File: src/rtl/com_input_filter_if.sv
// Signal bundle between the raw command connector side and the filter.
// The test/host side drives the raw lines and ack; the filter drives the conditioned outputs.
interface com_input_filter_if #(
  parameter int N_CH = 16
);
  logic [N_CH-1:0] iComRaw;
  logic            iAck;
  logic [N_CH-1:0] oCom;
  logic [N_CH-1:0] oChg;
  logic            oEvent;
  logic            oTick;

  modport master (
    output iComRaw,
    output iAck,
    input  oCom,
    input  oChg,
    input  oEvent,
    input  oTick
  );

  modport slave (
    input  iComRaw,
    input  iAck,
    output oCom,
    output oChg,
    output oEvent,
    output oTick
  );
endinterface

File: src/rtl/com_input_filter.sv
// Per-channel synchroniser + up/down integrator debounce with hysteresis for the
// raw optocoupler command lines, plus sticky change flags for firmware polling.
module com_input_filter #(
  parameter int N_CH           = 16,
  parameter int RAW_ACTIVE_LOW = 1,
  parameter int TICK_DIV       = 200,
  parameter int FILTER_TICKS   = 10
) (
  input  logic               clk,
  input  logic               aclr,
  com_input_filter_if.slave  bus
);

  localparam int              CNT_W     = $clog2(FILTER_TICKS + 1);
  localparam logic [CNT_W-1:0] FULL     = CNT_W'(FILTER_TICKS);
  localparam logic [15:0]     DIV_LAST  = 16'(TICK_DIV - 1);
  // Synchroniser idles at the raw inactive level so s[] reads 0 out of reset.
  localparam logic [N_CH-1:0] SYNC_IDLE = (RAW_ACTIVE_LOW != 0) ? {N_CH{1'b1}} : {N_CH{1'b0}};

  logic [N_CH-1:0]  sync1_q, sync2_q;
  logic [N_CH-1:0]  s;
  logic [15:0]      div_q, div_d;
  logic             tick;
  logic [CNT_W-1:0] cnt_q [N_CH];
  logic [CNT_W-1:0] cnt_d [N_CH];
  logic [N_CH-1:0]  com_q, com_d;
  logic [N_CH-1:0]  chg_q, chg_d;
  logic             evt_q, evt_d;

  // Stage 1: two-flop synchroniser and polarity correction
  always_ff @(posedge clk or posedge aclr) begin
    if (aclr) begin
      sync1_q <= SYNC_IDLE;
      sync2_q <= SYNC_IDLE;
    end else begin
      sync1_q <= bus.iComRaw;
      sync2_q <= sync1_q;
    end
  end

  assign s = (RAW_ACTIVE_LOW != 0) ? ~sync2_q : sync2_q;

  // Stage 2: tick prescaler
  assign tick  = (div_q == DIV_LAST);
  assign div_d = tick ? 16'd0 : div_q + 16'd1;

  always_ff @(posedge clk or posedge aclr) begin
    if (aclr) div_q <= 16'd0;
    else      div_q <= div_d;
  end

  // Stage 3: saturating integrators, hysteresis output and sticky flags
  always_comb begin
    com_d = com_q;
    for (int i = 0; i < N_CH; i++) begin
      logic [CNT_W-1:0] nxt;
      nxt = cnt_q[i];
      if (tick) begin
        if (s[i] && (cnt_q[i] != FULL))
          nxt = cnt_q[i] + CNT_W'(1);
        else if (!s[i] && (cnt_q[i] != '0))
          nxt = cnt_q[i] - CNT_W'(1);
        if (nxt == FULL)     com_d[i] = 1'b1;
        else if (nxt == '0)  com_d[i] = 1'b0;
      end
      cnt_d[i] = nxt;
    end
    // A fresh change beats a coincident ack for its own bit.
    chg_d = (bus.iAck ? {N_CH{1'b0}} : chg_q) | (com_d ^ com_q);
    evt_d = |chg_d;
  end

  always_ff @(posedge clk or posedge aclr) begin
    if (aclr) begin
      for (int i = 0; i < N_CH; i++) cnt_q[i] <= '0;
      com_q <= '0;
      chg_q <= '0;
      evt_q <= 1'b0;
    end else begin
      for (int i = 0; i < N_CH; i++) cnt_q[i] <= cnt_d[i];
      com_q <= com_d;
      chg_q <= chg_d;
      evt_q <= evt_d;
    end
  end

  assign bus.oCom   = com_q;
  assign bus.oChg   = chg_q;
  assign bus.oEvent = evt_q;
  assign bus.oTick  = tick;

endmodule

File: src/flat_wrapper.sv
// flat-port wrapper written by rule: the top's interface ports become plain ports
module com_input_filter_flat 
#(
  parameter int N_CH           = 16,
  parameter int RAW_ACTIVE_LOW = 1,
  parameter int TICK_DIV       = 200,
  parameter int FILTER_TICKS   = 10
)
  (clk, aclr, bus_iComRaw, bus_iAck, bus_oCom, bus_oChg, bus_oEvent, bus_oTick);
  com_input_filter_if #(.N_CH(N_CH)) bus_i ();
  input  logic clk;
  input  logic aclr;
  input wire logic [$bits(bus_i.iComRaw)-1:0] bus_iComRaw;
  input wire logic [$bits(bus_i.iAck)-1:0] bus_iAck;
  output wire logic [$bits(bus_i.oCom)-1:0] bus_oCom;
  output wire logic [$bits(bus_i.oChg)-1:0] bus_oChg;
  output wire logic [$bits(bus_i.oEvent)-1:0] bus_oEvent;
  output wire logic [$bits(bus_i.oTick)-1:0] bus_oTick;
  assign bus_i.iComRaw = bus_iComRaw;
  assign bus_i.iAck = bus_iAck;
  assign bus_oCom = bus_i.oCom;
  assign bus_oChg = bus_i.oChg;
  assign bus_oEvent = bus_i.oEvent;
  assign bus_oTick = bus_i.oTick;
  com_input_filter #(.N_CH(N_CH), .RAW_ACTIVE_LOW(RAW_ACTIVE_LOW), .TICK_DIV(TICK_DIV), .FILTER_TICKS(FILTER_TICKS)) u_core (.clk(clk), .aclr(aclr), .bus(bus_i));
endmodule
File: config.mk
export PLATFORM = sky130hd
export DESIGN_NAME = com_input_filter_flat
export DESIGN_NICKNAME = d
export VERILOG_FILES = /design/src/rtl/com_input_filter_if.sv /design/src/rtl/com_input_filter.sv /design/src/flat_wrapper.sv
export SDC_FILE = /design/constraint.sdc
export NUM_CORES = 1
export LEC_CHECK = 0
export ABC_CLOCK_PERIOD_IN_PS = 14640
export CORE_MARGIN = 8
export CORE_UTILIZATION = 25
export CTS_CLUSTER_SIZE = 25
export DETAILED_ROUTE_END_ITERATION = 10
export PLACE_DENSITY = 0.41
export SYNTH_ARGS = -nofsm -noshare
export SYNTH_HDL_FRONTEND = slang
export SYNTH_SLANG_ARGS = --single-unit
File: constraint.sdc
create_clock -name clk -period 14.64 [get_ports clk]
set_input_delay 2.928 -clock clk [delete_from_list [all_inputs] [get_ports clk]]
set_output_delay 2.928 -clock clk [all_outputs]
set_load 0.01 [all_outputs]
==> metrics.txt, run 1 <==
status finished clean; achievable frequency 190 MHz; Pleak 0.00438 uW; Data arrival, critical path 2.33 ns; die width 207 um; Slew HR 33.7%; Post-synth top flop dfrtp_1; clock latency on the worst-skew pair 0.42 ns; vias in the first global route 6933; via density per instance 4.71; post-cts resize count 0; hold crit path type flop to flop; CTS Buffer Depth 2; DRC violations left 0; initial antenna violation count 0; gr ovfl total 0; Post-CTS Setup Repair Bufs 0; Post-Syn Instances 1016; area share of the largest cell type after synthesis 31.0%; worst slack, placed 9.56 ns; final setup TNS 0 ns; largest net degree at the start of global routing 76; EDFF count, synth 0; Worst R2R Start u_core.div_q[0]; Synth Cell Area 0.00913 mm2; flop and latch count out of synthesis 145; mean area per synthesized cell 8.98 um2; share of post-route cells with drive strength above 1 8.99%; WL/cell 15.1 um; CTS clk-pin slew, worst paths 0.06 ns; startpoint types flop; Final period util 35.9%; # setup viols final 0; flop2flop setup slack 11.13 ns; clk sinks 145; clk_skew 0.00973 ns; Synth async-reset ratio 100%; IO Pins 53; Fin Hold WS 0.355 ns; port bufs 52; CTS buffer count 17; Hold-fix buffers, CTS 0; post-DP HPWL 16.0 mm; final WL 23.0 mm; DRT iter0 DRCs 359; first-pass GRT wire length 38.3 mm; post-synth cell types 75; die height 207 um; Final Worst Setup Slack 9.39 ns; RR Endpoint u_core.bus.oEvent; Syn. warnings 0; Final min period 5.25 ns; fin. max-slew vios 0; H-tree depth 4; P&R area growth vs syn 17.0%; row cnt 70; hold-critical path depth 0; critical path capture point type primary output; worst min-delay path startpoint u_core.sync1_q[8]; area leader, netlist dfrtp_1; pwr dens 83.4 mW/mm2; RSZ-0062 raised after global routing no; Routability Congestion 0.808; sequential fraction of the synthesis area 40.2%; Syn Nets 1084; first-pass iteration count of the detailed router 4; Max Cap Violations 0; top cells by area, synth dfrtp_1 (31%), dfstp_2 (9.2%), ha_1 (6.7%); VDD IR max 0.0784 mV; worst slew pin tran 0.987 ns; Worst Reg-to-Reg Cells 8; CTS tree done; clock root cell clkbuf_16; Crit Path Category flop to primary output; Vias 7179; Final ANT Viol Nets 0; Total GRT Usage 10.8%; required time of the critical path 11.71 ns; count of final hold-check violations 0; CP Max Fanout 7; fillers 3837; nets 1112; Worst Hold Path EP u_core.sync2_q[8]; Starting Density 25.2%; die area 0.0429 mm2; Worst Setup SP u_core.div_q[0]; Ant. Diodes 0; core area 0.0363 mm2; fin util 29.4%
[through the flow]
stage	total power [uW]	instances	area, um2
after global placement	456	1493	10100
after CTS	910	1525	10700
after detailed placement	456	1493	10100
final	890	1525	10700
after floorplan	444	1016	9130
after global routing	931	1525	10700
[cells in the mapped netlist, types with 10 or more instances]
cell type  instances
a21oi_1           54
a31oi_1           14
a32oi_1           10
and3_1            19
clkbuf_1          40
dfrtp_1          113
dfstp_2           32
ha_1              49
inv_1             66
mux2i_1           12
nand2_1           95
nand2b_1          18
nand3_1           18
nand3b_1          27
nor2_1            74
nor2b_1           15
nor3_1            21
nor4_1            17
o21ai_0           78
or3_1             12
xnor2_1           44
xor2_1            13
[how the worst max path moves through the flow]
| stage | end | slack (ns) | depth (start not counted) |
|---|---|---|---|
| 2_1_floorplan | u_core.bus.oChg[0] | 7.87 | 1 |
| 3_3_place_gp | u_core.cnt_q[10] | 9.60 | 3 |
| 3_5_place_dp | u_core.cnt_q[10] | 9.56 | 3 |
| 4_1_cts | bus_oTick | 9.31 | 5 |
| 5_1_grt | bus_oTick | 9.27 | 5 |
| 6_report | bus_oTick | 9.39 | 5 |
[cell families (layout without fill, tap and decap cells)]
family          Yosys count  count (layout)  synth area share, %
xor+xnor                 57              57                 5.47
compound gates          246             246                 17.5
flops                   145             145                 40.2
fa+ha+maj                49              49                 6.72
buf+inv                 116             157                 4.84
mux                      23              23                 2.80
simple gates            380             380                 22.4
[registers in the layout, indices dropped and copies added, names as in the netlist]
| name | flops |
|---|---|
| u_core.bus.oChg | 16 |
| u_core.bus.oCom | 16 |
| u_core.bus.oEvent | 1 |
| u_core.cnt_q | 64 |
| u_core.div_q | 16 |
| u_core.sync1_q | 16 |
| u_core.sync2_q | 16 |
[layout make-up]
class / instances / area (um2) / area share [%]
Sequential cell: 145 / 3670 / 34.4
Multi-Input combinational cell: 755 / 5020 / 47.0
Clock buffer: 20 / 457 / 4.28
Clock inverter: 12 / 133 / 1.24
Inverter: 69 / 264 / 2.47
Timing Repair Buffer: 56 / 551 / 5.16
Tap cell: 468 / 586 / 5.49
[cells in the final DEF, fill, tap and decap left out, types with 21 or more instances in the layout]
master	n
a21oi_1	54
clkdlybuf4s50_1	52
dfrtp_1	113
dfstp_2	32
ha_1	49
inv_1	65
nand2_1	95
nand3b_1	27
nor2_1	74
nor3_1	21
o21ai_0	78
xnor2_1	44
[layer usage]
| metal | part of all wire, % | vias up | global-route usage, % |
|---|---|---|---|
| met1 | 52 | 3416 | 15.3 |
| met2 | 44 | 73 | 16.7 |
| met3 | 2.9 | 13 | 2.43 |
| li1 | - | 3677 | - |
| met4 | 0.71 | 0 | 2.27 |
| met5 | 0 | - | 0 |
[where the power goes]
| group | switching (uW) | total, uW | internal, uW |
|---|---|---|---|
| Clock | 181 | 442 | 261 |
| Combinational | 18.5 | 32.7 | 14.2 |
| Sequential | 6.24 | 415 | 409 |
| Total | 206 | 890 | 684 |
[worst max-delay path, cell delays in order (launching register included)]
cell and delay (ns):
dfrtp_1 0.41, ha_1 0.27, and4b_1 0.20, nand4_1 0.10, clkinv_1 0.32, clkdlybuf4s50_1 0.60
Note: power is estimated with default switching activity, not from simulation.
==> run 2: changes to the inputs <==
ABC_CLOCK_PERIOD_IN_PS = 5480   (was 14640)
clock period = 5.48 ns   (was 14.64 ns; I/O delays follow)
==> metrics.txt, run 2 (synthesized netlist as in run 1, its figures left out) <==
final setup TNS 0 ns (unchanged); final WL 23.2 mm (was 23.0 mm); Crit Path Category flop to primary output (unchanged); gr ovfl total 0 (unchanged); VDD IR max 0.185 mV (was 0.0784 mV); core area 0.0363 mm2 (unchanged); clk_skew 0.0127 ns (was 0.00973 ns); P&R area growth vs syn 17.5% (was 17.0%); share of post-route cells with drive strength above 1 8.70% (was 8.99%); initial antenna violation count 0 (unchanged); Post-CTS Setup Repair Bufs 0 (unchanged); Final ANT Viol Nets 0 (unchanged); CTS Buffer Depth 2 (unchanged); Total GRT Usage 10.9% (was 10.8%); pwr dens 230 mW/mm2 (was 83.4 mW/mm2); CTS buffer count 17 (unchanged); RSZ-0062 raised after global routing no (unchanged); Ant. Diodes 0 (unchanged); fin. max-slew vios 0 (unchanged); port bufs 52 (unchanged); CTS tree done (unchanged); post-DP HPWL 16.1 mm (was 16.0 mm); Power, Total 2460 uW (was 890 uW); fin util 29.6% (was 29.4%); Routability Congestion 0.764 (was 0.808); Hold-fix buffers, CTS 0 (unchanged); WL/cell 15.2 um (was 15.1 um); Data arrival, critical path 2.40 ns (was 2.33 ns); worst slew pin tran 0.734 ns (was 0.987 ns); vias in the first global route 7063 (was 6933); Biggest register u_core.cnt_q (unchanged); post-cts resize count 0 (unchanged); Slew HR 50.7% (was 33.7%); required time of the critical path 4.38 ns (was 11.71 ns); nets 1114 (was 1112); critical path capture point type primary output (unchanged); row cnt 70 (unchanged); clock latency on the worst-skew pair 0.42 ns (about the same); Fin Hold WS 0.351 ns (was 0.355 ns); Final min period 3.50 ns; clk sinks 145 (unchanged); die height 207 um (unchanged); first-pass iteration count of the detailed router 6 (was 4); die width 207 um (unchanged); CP Max Fanout 7 (unchanged); commonest non-fill, non-tap cells in the layout dfrtp_1 (113), nand2_1 (95), o21ai_0 (78), nor2_1 (74), inv_1 (65) (unchanged); status finished clean (unchanged); max reg flops 64 (unchanged); count of final hold-check violations 0 (unchanged); hold crit path type flop to flop (unchanged); largest net degree at the start of global routing 66 (was 76); clock root cell clkbuf_16 (unchanged); achievable frequency 286 MHz; Starting Density 25.2% (unchanged); first-pass GRT wire length 38.8 mm (was 38.3 mm); die area 0.0429 mm2 (unchanged); Max Cap Violations 0 (unchanged); startpoint types flop (unchanged); DRC violations left 0 (unchanged); H-tree depth 4 (unchanged); CTS clk-pin slew, worst paths 0.06 ns (about the same); DRT iter0 DRCs 369 (was 359); via density per instance 4.76 (was 4.71); commonest non-fill, non-tap cell in the layout dfrtp_1 (unchanged); # setup viols final 0 (unchanged); Final period util 63.8%; Vias 7271 (was 7179); IO Pins 53 (unchanged); Pleak 0.00441 uW (was 0.00438 uW)
[run 2: cell count changes in the layout (fill, tap and decap cells not counted), sizes merged]
cell	before	now
inv	70	68
clkbuf	20	26
clkinvlp	3	0
clkinv	6	2
buf	4	6
bufinv	2	4
[run 2: through the flow]
stage,setup WS [ns],cells,cell area (um2)
3_5_place_dp,2.38,1495,10100
4_1_cts,1.92,1526,10700
2_1_floorplan,0.542,1016,9130
5_1_grt,1.86,1526,10700
6_report,1.98,1526,10700
3_3_place_gp,2.46,1495,10100
[run 2: layout make-up]
cell class,count,area (um2)
Tap cell,468,586
Clock buffer,26,499
Inverter,69,264
Sequential cell,145,3670
Clock inverter,5,125
Fill cell,3847,25500
Multi-Input combinational cell,755,5020
Timing Repair Buffer,58,566
[run 2: layer usage]
metal | GRT usage, % | vias to the layer above | part of all wire (%)
met5 | 0 | - | 0
met4 | 2.24 | 0 | 0.66
met3 | 2.52 | 12 | 3.6
met2 | 17.4 | 91 | 45
met1 | 14.9 | 3488 | 51
li1 | - | 3680 | -
[run 2: path summary, 6_finish.rpt]
kind	from	endpoint	slack, ns	cells after the start
worst max-delay path	u_core.div_q[0]	bus_oTick	1.98	5
worst min-delay path	u_core.sync1_q[8]	u_core.sync2_q[8]	0.35	0
worst max register to register	u_core.cnt_q[16]	u_core.bus.oEvent	2.58	10
worst min register to register	u_core.sync1_q[8]	u_core.sync2_q[8]	0.35	0
max in group asynchronous	aclr	u_core.sync1_q[8]	3.30	3
min in group asynchronous	aclr	u_core.cnt_q[2]	1.17	2
[run 2: report_power, final]
group | switching, uW | internal [uW]
logic | 50.4 | 38.5
clock network | 455 | 810
registers | 17.4 | 1090
total | 523 | 1940
[run 2: worst max-delay path: stages (launching register included)]
cell and delay (ns):
dfrtp_1 0.40, ha_1 0.29, and4b_1 0.20, nand4_1 0.11, clkinv_1 0.37, clkdlybuf4s50_1 0.62
